### config.mk
export PLATFORM = sky130hd
export DESIGN_NAME = convenc_frame
export DESIGN_NICKNAME = d
export VERILOG_FILES = /design/src/rtl/convenc_frame.sv
export SDC_FILE = /design/constraint.sdc
export NUM_CORES = 1
export LEC_CHECK = 0
export ABC_AREA = 1
export CELL_PAD_IN_SITES_DETAIL_PLACEMENT = 1
export CELL_PAD_IN_SITES_GLOBAL_PLACEMENT = 1
export CORE_MARGIN = 2
export CORE_UTILIZATION = 38
export CTS_BUF_LIST = sky130_fd_sc_hd__clkbuf_8
export DETAILED_ROUTE_END_ITERATION = 6
export GPL_TIMING_DRIVEN = 0
export HOLD_SLACK_MARGIN = 0.12
export MAX_ROUTING_LAYER = met4
export PLACE_DENSITY_LB_ADDON = 0.1
export SETUP_SLACK_MARGIN = 0.4
export SYNTH_ARGS = -nofsm -noshare
export SYNTH_HDL_FRONTEND = slang
export SYNTH_SLANG_ARGS = --single-unit
export TNS_END_PERCENT = 100
### constraint.sdc
create_clock -name clk -period 1.9 [get_ports clk]
set_clock_uncertainty 0.05 [all_clocks]
set_input_delay 0.38 -clock clk [delete_from_list [all_inputs] [get_ports clk]]
set_output_delay 0.38 -clock clk [all_outputs]
set_load 0.05 [all_outputs]
### src/rtl/convenc_frame.sv
// convenc_frame: framed rate-1/N convolutional encoder with K-1 zero-tail termination; puncturing enabled by CONVENC_PUNCT_EN
module convenc_frame #(
  parameter int K = 3,
  parameter int N = 2,
  parameter logic [N*K-1:0] G = {3'b101, 3'b111},
  parameter int PUNCT_P = 2,
  parameter logic [PUNCT_P*N-1:0] PUNCT = 4'b0111
) (
  input  logic         clk,
  input  logic         rst,
  input  logic         in_valid,
  output logic         in_ready,
  input  logic         in_bit,
  input  logic         in_last,
  output logic         out_valid,
  input  logic         out_ready,
  output logic [N-1:0] out_y,
  output logic [N-1:0] out_keep,
  output logic         out_last,
  output logic         busy
);
  typedef enum logic {DATA, TAIL} state_t;
  state_t state;
  logic [K-2:0] sr;
  logic [3:0] tail_cnt;
  logic [K-1:0] v;
  logic [N-1:0] y;
  logic b, load, step, fin;
`ifdef CONVENC_PUNCT_EN
  logic [2:0] slot;
`endif
  assign load = !out_valid || out_ready;
  assign in_ready = !rst && state == DATA && load;
  assign step = (state == DATA) ? in_valid && in_ready : load;
  assign fin = state == TAIL && tail_cnt == 4'd1;
  assign busy = state == TAIL;
  always_comb begin
    y = '0;
    b = (state == DATA) ? in_bit : 1'b0;
    v = {b, sr};
    for (int i = 0; i < N; i++) y[i] = ^(v & G[i*K +: K]);
  end
  always_ff @(posedge clk or posedge rst) begin
    if (rst) begin
      state <= DATA;
      sr <= '0;
      tail_cnt <= '0;
      out_valid <= 1'b0;
      out_y <= '0;
      out_keep <= '0;
      out_last <= 1'b0;
`ifdef CONVENC_PUNCT_EN
      slot <= '0;
`endif
    end else if (step) begin
      sr <= v[K-1:1];
      out_valid <= 1'b1;
      out_y <= y;
      out_last <= fin;
`ifdef CONVENC_PUNCT_EN
      out_keep <= PUNCT[slot*N +: N];
      slot <= (fin || slot == 3'(PUNCT_P - 1)) ? 3'd0 : slot + 3'd1;
`else
      out_keep <= '1;
`endif
      tail_cnt <= (state == DATA) ? 4'(K - 1) : tail_cnt - 4'd1;
      state <= (state == DATA) ? (in_last ? TAIL : DATA) : (fin ? DATA : TAIL);
    end else if (out_ready) begin
      out_valid <= 1'b0;
      out_keep <= '0;
      out_last <= 1'b0;
    end
  end
endmodule

# == After elaboration in Yosys (flattened, before gate mapping) ==
# Cells that the tools add are included.
# word_totals
reg_bits,13
in_bits,6
wordCells,31
# classes
addsub,1
n_bitwise,1
muxes,11
eq_ne,1
n_reduce_logical,10
# ops
operator,count
2-to-1 mux 1 bit,8
parity 3 bit,2
equality test 4 x 1 -> 1 bit (second input constant),1
logical AND 1 bit,4
2-to-1 mux 2 bit,2
2-to-1 mux 4 bit,1
subtractor 4 x 1 -> 4 bit (second input constant),1
logical NOT 1 bit,2
nonzero test 2 bit,1
logical OR 1 bit,1
inverter 1 bit,1

# == Logic depth before layout (Yosys ltp) ==
# Gate-level depths: netlist (run 1).
# logic_depth
word_depth,6
mapped_depth,7
mapped_depth_nobuf,7

# == Least setup slack after synthesis (run 1) ==
# Ideal clock, no wire load.
# synth_path
path_type,register to output
start,"reg, netlist name out_keep[0]"
end,out in_ready
slack_ns,-0.014
stages_incl_launch_ff,4
arrival_ns,1.484
path_buffers,0
path_cell_list,dfrtp_1 > nand2_2 > nand2_1 > nor2_1
# synth_lines
item,line,rtl
end: declaration,12,"output logic in_ready,"

# == Worst setup path in the final report (run 1) ==
# layout_path
start,"reg state, in the netlist busy"
end,out in_ready
# layout_via
elab_chain_cells,3
# layout_rtl
item,line,rtl
start: declaration,23,state_t state;
start signal: assignment,67,state <= (state == DATA) ? (in_last ? TAIL : DATA) : (fin ? DATA : TAIL);
inverter 1 bit,--,
logical AND 1 bit (2 in series),33,assign in_ready = !rst && state == DATA && load;
# No other way between the ends.

==> results of run 1 <==
## worst max-delay path by stage
| stage | start | to | cells after the start |
|---|---|---|---|
| after floorplan | out_keep[0] | in_ready | 3 |
| after detailed placement | out_ready | in_ready | 6 |
| after CTS | busy | in_ready | 4 |
| after global placement | out_ready | in_ready | 6 |
| final | busy | in_ready | 4 |
| after global routing | in_valid | busy | 8 |
## power by group through the flow
| stage | logic [µW] | registers (µW) | clock network [µW] |
|---|---|---|---|
| finish | 814 | 425 | 227 |
| CTS | 759 | 427 | 231 |
| detailed placement | 766 | 430 | 0 |
| global route | 904 | 440 | 245 |
| global placement | 728 | 423 | 0 |
| floorplan | 414 | 542 | 0 |
## synth_stat cells
library cell	instances	area [µm²]
sky130_fd_sc_hd__nor3b_1	1	7.510
sky130_fd_sc_hd__buf_4	2	15.01
sky130_fd_sc_hd__o21ai_0	3	15.01
sky130_fd_sc_hd__nand2_2	3	18.77
sky130_fd_sc_hd__inv_1	11	41.29
sky130_fd_sc_hd__nand2_1	26	97.59
sky130_fd_sc_hd__ha_1	2	25.02
sky130_fd_sc_hd__nand3_1	6	30.03
sky130_fd_sc_hd__o21ai_2	1	8.760
sky130_fd_sc_hd__or2_2	1	6.260
sky130_fd_sc_hd__nand4_1	1	6.260
sky130_fd_sc_hd__inv_2	1	3.750
sky130_fd_sc_hd__a22oi_1	1	7.510
sky130_fd_sc_hd__dfrtp_1	11	275.3
sky130_fd_sc_hd__nor2_1	3	11.26
sky130_fd_sc_hd__o21ai_1	2	10.01
sky130_fd_sc_hd__xor2_1	1	8.760
## flip-flops by register name (all words and copies together), names as in the netlist
register and cells:
sr 2, out_last 1, tail_cnt 4, busy 1, out_y 2, out_keep 1
## logic make-up (layout without fill, tap and decap cells)
kind of cell / Yosys count / after routing / share of synthesized area [%]
buffers and inverters: 14 / 36 / 10.21
adders and majority gates: 2 / 2 / 4.255
AOI/OAI and AO/OA: 7 / 7 / 7.021
xor gates and xnor gates: 1 / 1 / 1.490
and+or+nand+nor: 41 / 41 / 30.21
DFF: 11 / 11 / 46.81
## metrics by stage
stage	hold WS (ps)	setup TNS (ps)	total power, µW	instances
floorplan	182.3	0	956.0	76
global placement	422.4	-507.7	1152	105
detailed placement	428.0	-518.2	1196	105
CTS	341.9	0	1417	110
global route	391.3	0	1589	114
finish	340.2	0	1467	114
## routing by layer
layer  up-vias  GRT usage [%]
met5         -              -
li1        279              -
met1       279          19.89
met2        12          34.93
met3         2          6.250
met4         0          3.636
## final cells by class
type | count | share of cell area (%)
buffer | 2 | 1.796
sequential | 11 | 33.23
tap | 16 | 2.395
clock buffer | 3 | 4.940
timing repair buffer | 18 | 19.46
multi-input combinational | 51 | 32.04
clock inverter | 1 | 0.4491
inverter | 12 | 5.689
## timing repair
action | in CTS | in global routing
resized for setup | 36 | 2
setup buffers | 1 | 4
pin swaps | 1 | 0
endpoints found under the setup margin | 8 | 3
## placed cells by master, fill, tap and decap left out, drive strengths merged
master,netlist,layout
nand2,29,29
inv,12,13
dfrtp,11,11
buf,2,10
nand3,6,6
o21ai,6,6
clkdlybuf4s15,0,5
clkbuf,0,3
clkdlybuf4s50,0,3
nor2,3,3
ha,2,2
dlygate4sd2,0,2
nand4,1,1
nor3b,1,1
a22oi,1,1
xor2,1,1
or2,1,1
==> results by group, run 1 <==
Run status
  • Run status: finished, final reports clean

CTS
  • Cts hold-fix bufs: 0
  • Clk sinks: 11
  • Root Buffer: sky130_fd_sc_hd__clkbuf_8
  • Inserted Clock Buffers: 3
  • Clock tree from TritonCTS: done
  • Post-CTS clock slew at the launch and capture registers of the worst setup and hold paths: 50 ps
  • Clock H-tree levels: 1
  • Clock latency at the later pin of the worst-skew pair: 240 ps
  • Maximum buffer depth of the clock tree: 2

Worst setup path
  • Classification of the worst setup path: reg2out
  • CP required: 1470 ps
  • Critical-path top delay cell: sky130_fd_sc_hd__dfrtp_2
  • Cell class contributing the biggest share of worst-path delay: flip-flops
  • RR Endpoint: tail_cnt[2]
  • Buf+Inv Stages, Crit Path: 2
  • Register-to-Register Path Depth: 5
  • Reg2reg start: tail_cnt[0]
  • Reg2reg setup slack: 620 ps
  • Setup crit start kind: flop
  • Arrival time at the worst endpoint: 1060 ps
  • Capturing element type of the critical path: output pin
  • Cell Chain, Critical Path: inv_4 > nand2_2 > nor2_4 > buf_6
  • Critical path peak fanout: 5
  • Critical path's largest stage delay: 450 ps

Logic synthesis
  • Area of the mapped netlist: 588.1 µm²
  • Share of synthesized area occupied by flip-flops and latches: 46.81%
  • Synth unique cells: 17
  • Yosys warns: 0
  • Register bit total from synthesis: 11
  • Cells after Synth: 76
  • Synthesized Nets: 84
  • Avg Synthesized Cell Area: 7.738 µm²

Route
  • First-pass DRT Iterations: 4
  • Iter 0 DRT Violations: 9
  • Via density per instance: 5.018
  • Met1 Wirelength: 638 µm
  • DRC violation count after routing: 0
  • Routed length per instance: 13.73 µm
  • Metal2 WL: 858 µm
  • Via total after detailed routing: 572
  • Total routed wirelength: 1565 µm
  • Top Layer Used: met4
  • Routed length on met3: 56 µm
  • Detail Route Antenna Nets: 0

STA
  • Final number of max-transition violations: 0
  • Fraction of the cycle the final worst path needs: 78.19%
  • Max Clk Rate: 0.6732 GHz
  • Endpoints failing hold: 0
  • Post-layout minimum cycle time: 1486 ps
  • Max-slew headroom at the worst pin: 70.62%
  • Final number of setup-violating endpoints: 0
  • RSZ-0062 raised after global routing: yes
  • Least setup slack across all paths after layout: 414.4 ps
  • Slew of the pin with the lowest slew margin: 440.2 ps

Cells and area
  • Final cell area excluding filler cells: 835.8 µm²
  • Number of diodes: 0
  • Synthesis-to-finish area growth: 42.13%
  • Multi-input combinational cell area: 267.8 µm²
  • Fraction of final layout cells with drive strength greater than 1: 29.59%
  • Filler instances: 176
  • Storage cell area: 277.8 µm²
  • # nets final: 107
  • Post-layout utilization of the core: 56.80%

Flow run
  • Total of max-cap violations: 0

Global routing
  • Number of antenna violations at the first check in global routing: 0
  • Wire length of the first global-routing pass: 2559 µm
  • All-layer global routing usage: 19.07%
  • Remaining Overflow, GRT: 0
  • Via count of the first global-routing pass: 606
  • Maximum number of pins on one net before global-route repair: 12

Power
  • Areal power density over the cells: 1755 mW/mm²
  • Highest ir drop seen on vdd: 0.9324 mV
  • Switch Pwr: 693.5 µW
  • LEAKAGE: 0.0004427 µW
  • Internal power summed over all cells: 773.3 µW
  • Reg power frac: 29.0%
  • Clock share of power: 15.5%
  • Net Sw Frac: 47.28%
  • Gate power share: 55.5%

Floorplanning
  • Rows: 14
  • I/O pin count: 14
  • DIE AREA: 0.001878 mm²
  • Core area: 0.001471 mm²
  • Die width: 43.34 µm
  • Starting Density: 39.97%
  • DIE HEIGHT: 43.34 µm

Place
  • PortBufs: 13
  • DP Worst Slack: -518.2 ps
  • Hpwl dp: 1113 µm
  • Routability cong.: 0.7475
  • Placement Cell Area: 748.2 µm²

Hold path
  • Worst hold path type: in2async
No activity file was read; power rests on OpenSTA's default activity.
==> inputs of run 2 (changes only) <==
--- a/config.mk
+++ b/config.mk
@@ -9,7 +9,7 @@
 export CELL_PAD_IN_SITES_DETAIL_PLACEMENT = 1
 export CELL_PAD_IN_SITES_GLOBAL_PLACEMENT = 1
 export CORE_MARGIN = 2
-export CORE_UTILIZATION = 38
+export CORE_UTILIZATION = 36
 export CTS_BUF_LIST = sky130_fd_sc_hd__clkbuf_8
 export DETAILED_ROUTE_END_ITERATION = 6
 export GPL_TIMING_DRIVEN = 0
==> constraint.sdc (replaced) <==
create_clock -name clk -period 1.4 [get_ports clk]
set_clock_uncertainty 0.05 [all_clocks]
set_input_delay 0.28 -clock clk [delete_from_list [all_inputs] [get_ports clk]]
set_output_delay 0.28 -clock clk [all_outputs]
set_load 0.05 [all_outputs]
==> results by group, run 2 (same netlist as run 1, synthesis figures left out) <==
STA
  • Final number of max-transition violations: 0
  • Max Clk Rate: 0.7233 GHz
  • Max-slew headroom at the worst pin: 70.20%
  • Slew of the pin with the lowest slew margin: 446.5 ps
  • Endpoints failing hold: 0
  • Final number of setup-violating endpoints: 0
  • Fraction of the cycle the final worst path needs: 98.75%
  • RSZ-0062 raised after global routing: yes
  • Post-layout minimum cycle time: 1383 ps

Cells and area
  • # nets final: 118
  • Largest registers in the final layout: tail_cnt x4, out_y x2, sr x2
  • Post-layout utilization of the core: 76.03%
  • Filler instances: 145
  • Final cell area excluding filler cells: 0.001159 mm²
  • Most flop-heavy register: tail_cnt
  • Synthesis-to-finish area growth: 97.02%
  • Number of diodes: 0
  • Non-filler cells in the finished layout: 125
  • Number of flip-flops in the largest register: 4
  • Storage cell area: 277.8 µm²
  • Multi-input combinational cell area: 465.4 µm²
  • Most frequent cells in the layout: sky130_fd_sc_hd__nand2_1 (13), sky130_fd_sc_hd__buf_4 (11), sky130_fd_sc_hd__dfrtp_1 (9), sky130_fd_sc_hd__nand2_2 (8)
  • Fraction of final layout cells with drive strength greater than 1: 64.22%
  • Most common library cell in the layout ignoring fill and taps: sky130_fd_sc_hd__nand2_1

Worst setup path
  • Capturing element type of the critical path: output pin
  • Classification of the worst setup path: reg2out
  • CP required: 1070 ps
  • Critical path's largest stage delay: 450 ps
  • First element of the critical path: out_keep[0]
  • Critical-path top delay cell: sky130_fd_sc_hd__dfrtp_2
  • Cell Chain, Critical Path: nand2_4 > nand2_4 > nor2_4 > buf_8
  • Buf+Inv Stages, Crit Path: 1
  • Arrival time at the worst endpoint: 1050 ps
  • Reg2reg start: out_keep[0]
  • Number of stages on the worst setup path: 4
  • Setup crit start kind: flop
  • Worst Setup EP: in_ready
  • Reg2reg setup slack: 60 ps
  • RR Endpoint: busy
  • Critical path peak fanout: 4
  • Cell repeated most along the worst path: sky130_fd_sc_hd__nand2_4
  • Cell class contributing the biggest share of worst-path delay: flip-flops
  • Register-to-Register Path Depth: 8

Power
  • Areal power density over the cells: 2531 mW/mm²
  • Highest ir drop seen on vdd: 1.395 mV
  • Power, Total: 2933 µW
  • LEAKAGE: 0.0005651 µW

CTS
  • Clock latency at the later pin of the worst-skew pair: 240 ps
  • Clock H-tree levels: 1
  • Clock tree from TritonCTS: done
  • Clk sinks: 11
  • Maximum buffer depth of the clock tree: 2
  • Root Buffer: sky130_fd_sc_hd__clkbuf_8
  • Post-CTS clock slew at the launch and capture registers of the worst setup and hold paths: 60 ps
  • Cts hold-fix bufs: 0
  • Inserted Clock Buffers: 3

Floorplanning
  • Core area: 0.001524 mm²
  • Starting Density: 38.59%
  • I/O pin count: 14
  • Die width: 44.42 µm
  • DIE AREA: 0.001973 mm²
  • DIE HEIGHT: 44.42 µm
  • Rows: 14

Global routing
  • Number of antenna violations at the first check in global routing: 0
  • Wire length of the first global-routing pass: 2773 µm
  • Via count of the first global-routing pass: 602
  • Maximum number of pins on one net before global-route repair: 12
  • Remaining Overflow, GRT: 0
  • All-layer global routing usage: 20.46%

Route
  • Metal2 WL: 1456 µm
  • Total routed wirelength: 2690 µm
  • Routed length on met3: 86 µm
  • Iter 0 DRT Violations: 7
  • Via total after detailed routing: 676
  • Detail Route Antenna Nets: 0
  • Top Layer Used: met4
  • First-pass DRT Iterations: 4
  • Via density per instance: 5.408
  • DRC violation count after routing: 0
  • Routed length per instance: 21.52 µm
  • Met1 Wirelength: 998 µm

Flow run
  • Total of max-cap violations: 0

Place
  • Hpwl dp: 1064 µm
  • Placement Cell Area: 758.2 µm²
  • Routability cong.: 0.7490
  • Count of placed standard cells including taps: 105
  • PortBufs: 13

Hold path
  • Worst hold path type: in2async

Run status
  • Run status: finished, final reports clean
run 2: cell types whose count changed in the layout (fill, tap and decap cells not counted), moves of 3 or more:
| cell | delta |
|---|---|
| sky130_fd_sc_hd__nand2_1 | -12 |
| sky130_fd_sc_hd__buf_4 | +4 |
| sky130_fd_sc_hd__o21ai_0 | -3 |
| sky130_fd_sc_hd__nand2_2 | +5 |
| sky130_fd_sc_hd__nand2_4 | +4 |
| sky130_fd_sc_hd__nand3_1 | -3 |
| sky130_fd_sc_hd__buf_6 | +6 |
| sky130_fd_sc_hd__clkdlybuf4s15_2 | -5 |
| sky130_fd_sc_hd__inv_2 | +6 |
| sky130_fd_sc_hd__buf_8 | +6 |
| sky130_fd_sc_hd__nand2_8 | +4 |
| sky130_fd_sc_hd__o21ai_2 | +3 |
| sky130_fd_sc_hd__inv_1 | -6 |
run 2: through the flow:
stage          hold WS, ps  worst slack (ps)  TNS [ps]
2_1_floorplan        82.30             72.99         0
3_3_place_gp         414.1            -799.6     -2400
3_5_place_dp         417.4            -842.9     -2692
4_1_cts              241.7             20.93         0
5_1_grt              347.1            -13.21    -19.13
6_report             288.4             17.47         0
run 2: cell type report:
class,instances,share of cell area (%)
multi-input combinational,52,40.17
timing repair buffer,28,24.95
sequential,11,23.97
inverter,12,3.888
clock buffer,3,3.564
tap,16,1.728
buffer,2,1.296
clock inverter,1,0.4320
run 2: worst min path at each step:
stage	start	endpoint	slack, ps	depth (start not counted)
global placement	out_y[0]	out_y[0]	410	2
global route	rst	sr[0]	350	2
finish	rst	sr[0]	290	2
CTS	rst	sr[1]	240	2
floorplan	rst	out_last	80	1
detailed placement	out_y[0]	out_y[0]	420	2
run 2: power by group:
group	switching [µW]	total (µW)	internal [µW]	leakage (µW)
clock	138	334	196	0.0000255
sequential	174	631	458	0.000135
combinational	1140	1970	829	0.000404
total	1450	2930	1480	0.000565
run 2: metal layers:
metal	vias up	global-route usage [%]
met2	30	33.82
met3	14	3.673
li1	305	-
met4	0	7.273
met5	-	-
met1	327	25.00
run 2: repair_timing:
action,4_1_cts,5_1_grt
setup endpoints to repair,19,19
gates resized for setup,72,44
pin swaps,5,7
setup buffers,7,8
gates cloned,0,1
==> inputs of run 3 (changes only) <==
--- a/config.mk
+++ b/config.mk
@@ -11,11 +11,11 @@
 export CORE_MARGIN = 2
 export CORE_UTILIZATION = 36
 export CTS_BUF_LIST = sky130_fd_sc_hd__clkbuf_8
+export CTS_CLUSTER_DIAMETER = 80
 export DETAILED_ROUTE_END_ITERATION = 6
-export GPL_TIMING_DRIVEN = 0
 export HOLD_SLACK_MARGIN = 0.12
 export MAX_ROUTING_LAYER = met4
-export PLACE_DENSITY_LB_ADDON = 0.1
+export PLACE_DENSITY = 0.87
 export SETUP_SLACK_MARGIN = 0.4
 export SYNTH_ARGS = -nofsm -noshare
 export SYNTH_HDL_FRONTEND = slang
==> results by group, run 3 <==
Run status
  • Run status: did not finish
  • Halt point of the flow: global routing
  • Run-stopping error: [ERROR DPL-0033] detailed placement checks failed during check placement.

Place
  • Routability cong.: 0.6838
  • Hpwl dp: 1241 µm
  • DP Worst Slack: -195.4 ps
  • PortBufs: 13

Floorplanning
  • Rows: 14
  • DIE HEIGHT: 44.42 µm
  • I/O pin count: 14
  • Starting Density: 38.59%
  • Die width: 44.42 µm

CTS
  • Maximum buffer depth of the clock tree: 2
  • Clk sinks: 11
  • Inserted Clock Buffers: 3
  • Clock H-tree levels: 1
  • Root Buffer: sky130_fd_sc_hd__clkbuf_8
  • Cts hold-fix bufs: 0

Logic synthesis
  • Top flip-flop cell by instance count after synthesis: sky130_fd_sc_hd__dfrtp_1
  • Register bit total from synthesis: 11
  • Fraction of registers with async set or reset after synthesis: 100.0%
  • Top cell type by total area after synthesis: sky130_fd_sc_hd__dfrtp_1
  • Share of synthesized area occupied by flip-flops and latches: 46.81%
  • Largest family of logic cells by synthesized area: simple AND/OR/NAND/NOR gates
  • Area of the mapped netlist: 588.1 µm²
  • Cells taking the most area after synthesis: sky130_fd_sc_hd__dfrtp_1 (47%), sky130_fd_sc_hd__nand2_1 (17%), sky130_fd_sc_hd__inv_1 (7.0%), sky130_fd_sc_hd__nand3_1 (5.1%), sky130_fd_sc_hd__ha_1 (4.3%)
  • Most numerous cell types in the synthesized netlist: sky130_fd_sc_hd__nand2_1 (26), sky130_fd_sc_hd__dfrtp_1 (11), sky130_fd_sc_hd__inv_1 (11)
  • Synth unique cells: 17
  • Avg Synthesized Cell Area: 7.738 µm²
  • Area share of the largest cell type after synthesis: 46.81%
  • XOR/XNOR share of the synthesized area: 1.489%
  • Yosys warns: 0
  • Compound-Gate Fraction of Synth Area: 7.021%
  • Cell with the most instances after synthesis: sky130_fd_sc_hd__nand2_1
  • Cells after Synth: 76
  • Mux share of post-synthesis cell area: 0%
  • Adder-Cell Fraction of Synth Area: 4.255%
  • Synthesized Nets: 84
  • Area share of and/or/nand/nor cells after synthesis: 30.21%
  • Post-synth EDFFs: 0

Global routing
  • Maximum number of pins on one net before global-route repair: 10
  • Number of antenna violations at the first check in global routing: 0

STA
  • Worst endpoint pin kind: top-level output
  • Endpoint pin with the least setup slack after global-route repair: in_ready
## run 3: cell counts after synthesis
No cell type changed its count.
## run 3: stage by stage
stage	std cells	hold slack, ps	TNS, ps	instance area (µm²)
detailed placement	110	485.5	-1404	875.8
floorplan	76	82.30	0	608.1
global placement	110	458.5	-709.1	875.8
CTS	121	292.8	0	1049
## run 3: kinds of logic after synthesis
family	Yosys count
AO/OA/AOI/OAI	7
XOR/XNOR	1
adder cells (fa/ha/maj)	2
buffers and inverters	14
flip-flops	11
AND/OR/NAND/NOR	41
## run 3: repair_timing
action,in CTS
cloned,0
pin swaps,6
resized for setup,23
setup endpoints to repair,19
buffers inserted,7
==> inputs of run 4 (changes only) <==
==> config.mk (replaced) <==
export PLATFORM = sky130hd
export DESIGN_NAME = convenc_frame
export DESIGN_NICKNAME = d
export VERILOG_FILES = /design/src/rtl/convenc_frame.sv
export SDC_FILE = /design/constraint.sdc
export NUM_CORES = 1
export LEC_CHECK = 0
export ABC_AREA = 1
export CORE_AREA = 2 2 63 65
export DETAILED_ROUTE_END_ITERATION = 6
export DIE_AREA = 0 0 65 67
export PLACE_DENSITY_LB_ADDON = 0.15
export SYNTH_ARGS = -nofsm -noshare
export SYNTH_HDL_FRONTEND = slang
export SYNTH_SLANG_ARGS = --single-unit
export TNS_END_PERCENT = 100
==> results by group, run 4 (same netlist as run 1, synthesis figures left out) <==
Worst setup path
  • Critical path peak fanout: 3
  • Critical-path top delay cell: sky130_fd_sc_hd__dfrtp_2
  • Critical path's largest stage delay: 430 ps
  • Arrival time at the worst endpoint: 1020 ps
  • Classification of the worst setup path: reg2out
  • Setup crit start kind: flop
  • Capturing element type of the critical path: output pin
  • CP required: 1070 ps
  • Cell Chain, Critical Path: inv_4 > nand2_2 > nor2_4 > buf_12

STA
  • Slew of the pin with the lowest slew margin: 200.7 ps
  • Post-layout minimum cycle time: 1347 ps
  • Fraction of the cycle the final worst path needs: 96.22%
  • Final number of setup-violating endpoints: 0
  • Final number of max-transition violations: 0
  • Max Clk Rate: 0.7424 GHz
  • RSZ-0062 raised after global routing: no
  • Max-slew headroom at the worst pin: 86.57%
  • Endpoints failing hold: 0

CTS
  • Root Buffer: sky130_fd_sc_hd__clkbuf_8
  • Clock latency at the later pin of the worst-skew pair: 240 ps
  • Inserted Clock Buffers: 3
  • Clock tree from TritonCTS: done
  • Post-CTS clock slew at the launch and capture registers of the worst setup and hold paths: 50 ps
  • Cts hold-fix bufs: 0
  • Maximum buffer depth of the clock tree: 2
  • Clock H-tree levels: 1
  • Clk sinks: 11

Global routing
  • Via count of the first global-routing pass: 556
  • All-layer global routing usage: 7.486%
  • Remaining Overflow, GRT: 0
  • Wire length of the first global-routing pass: 2401 µm
  • Number of antenna violations at the first check in global routing: 0
  • Maximum number of pins on one net before global-route repair: 12

Power
  • LEAKAGE: 0.0004985 µW
  • Internal power summed over all cells: 1270 µW
  • Net Sw Frac: 42.93%
  • Highest ir drop seen on vdd: 0.7218 mV
  • Areal power density over the cells: 2246 mW/mm²
  • Switch Pwr: 955.4 µW
  • Clock share of power: 14.5%
  • Gate power share: 59.7%
  • Reg power frac: 25.8%
  • Power, Total: 2226 µW

Floorplanning
  • Rows: 22
  • DIE AREA: 0.004355 mm²
  • I/O pin count: 14
  • Starting Density: 16.31%
  • DIE HEIGHT: 67 µm
  • Die width: 65 µm
  • Core area: 0.003606 mm²

Cells and area
  • Synthesis-to-finish area growth: 68.51%
  • Most flop-heavy register: tail_cnt
  • Largest registers in the final layout: tail_cnt x4, out_y x2, sr x2
  • # nets final: 112
  • Non-filler cells in the finished layout: 151
  • Fraction of final layout cells with drive strength greater than 1: 33.01%
  • Most common library cell in the layout ignoring fill and taps: sky130_fd_sc_hd__nand2_1
  • Filler instances: 379
  • Most frequent cells in the layout: sky130_fd_sc_hd__nand2_1 (25), sky130_fd_sc_hd__buf_4 (12), sky130_fd_sc_hd__inv_1 (10), sky130_fd_sc_hd__dfrtp_1 (9), sky130_fd_sc_hd__buf_12 (8)
  • Number of diodes: 0
  • Number of flip-flops in the largest register: 4

Route
  • Routed length per instance: 9.179 µm
  • DRC violation count after routing: 0
  • Iter 0 DRT Violations: 17
  • Detail Route Antenna Nets: 0
  • First-pass DRT Iterations: 4
  • Via total after detailed routing: 547
  • Total routed wirelength: 1386 µm
  • Via density per instance: 3.623

Place
  • Hpwl dp: 1056 µm
  • PortBufs: 13
  • Routability cong.: 0.7369
  • Count of placed standard cells including taps: 145

Hold path
  • Worst hold path type: in2async

Run status
  • Run status: finished, final reports clean

Flow run
  • Total of max-cap violations: 0
==> run 4: per-layer routing <==
metal,vias to the layer above,GRT usage [%],share of wire (%)
met5,-,0,0
met3,0,3.041,4.0
met4,0,2.394,0
met1,253,9.119,48
met2,6,11.98,48
li1,288,-,-
==> run 4: final cells by class <==
class	instances	area, µm²	share of cell area [%]
Timing Repair Buffer	25	297.8	30.05
Sequential cell	11	277.8	28.03
Multi-Input combinational cell	51	262.8	26.52
Tap cell	48	60.06	6.061
Inverter	12	47.55	4.798
Clock buffer	4	45.04	4.545
==> run 4: power by group through the flow <==
stage | clock network, µW | logic (µW) | registers (µW)
5_1_grt | 351 | 1450 | 592
4_1_cts | 338 | 1350 | 575
3_5_place_dp | 0 | 1310 | 576
2_1_floorplan | 0 | 562 | 735
3_3_place_gp | 0 | 1300 | 576
6_report | 322 | 1330 | 575
==> run 4: repair_timing <==
| item | in CTS | in global routing |
|---|---|---|
| setup endpoints to repair | 1 | 1 |
| hold endpoints to repair | 0 | 0 |
| setup buffers | 2 | 0 |
| pin swaps | 2 | 1 |
| gates resized for setup | 5 | 0 |
==> run 4: through the flow <==
step                      area (µm²)  util, %  TNS [ps]  worst slack, ps  hold WS [ps]
after detailed placement       928.4    25.75     -1090           -155.0         461.8
after CTS                      991.0    27.48         0            10.93         279.2
after floorplan                598.1        -         0            42.90         82.30
after global placement         928.4    25.75    -971.3           -142.9         454.6
final                          991.0    27.48         0            52.95         277.5
after global routing           991.0    27.48         0            11.81         305.3
==> run 4: final timing paths <==
| kind | end | cells after the start | from | slack, ps |
|---|---|---|---|---|
| worst max-delay path | in_ready | 4 | busy | 50 |
| worst min-delay path | sr[0] | 4 | rst | 280 |
| worst max register to register | tail_cnt[2] | 5 | tail_cnt[0] | 180 |
| worst min register to register | sr[0] | 2 | sr[1] | 460 |
| max in group asynchronous | busy | 4 | rst | 850 |
| min in group clk | sr[0] | 2 | sr[1] | 460 |
==> run 4: worst max-delay path: cells and delay by family (launching register included) <==
family / cells / cell delay (ps)
AND/OR/NAND/NOR: 2 / 150
buffers and inverters: 2 / 200
flip-flops: 1 / 430
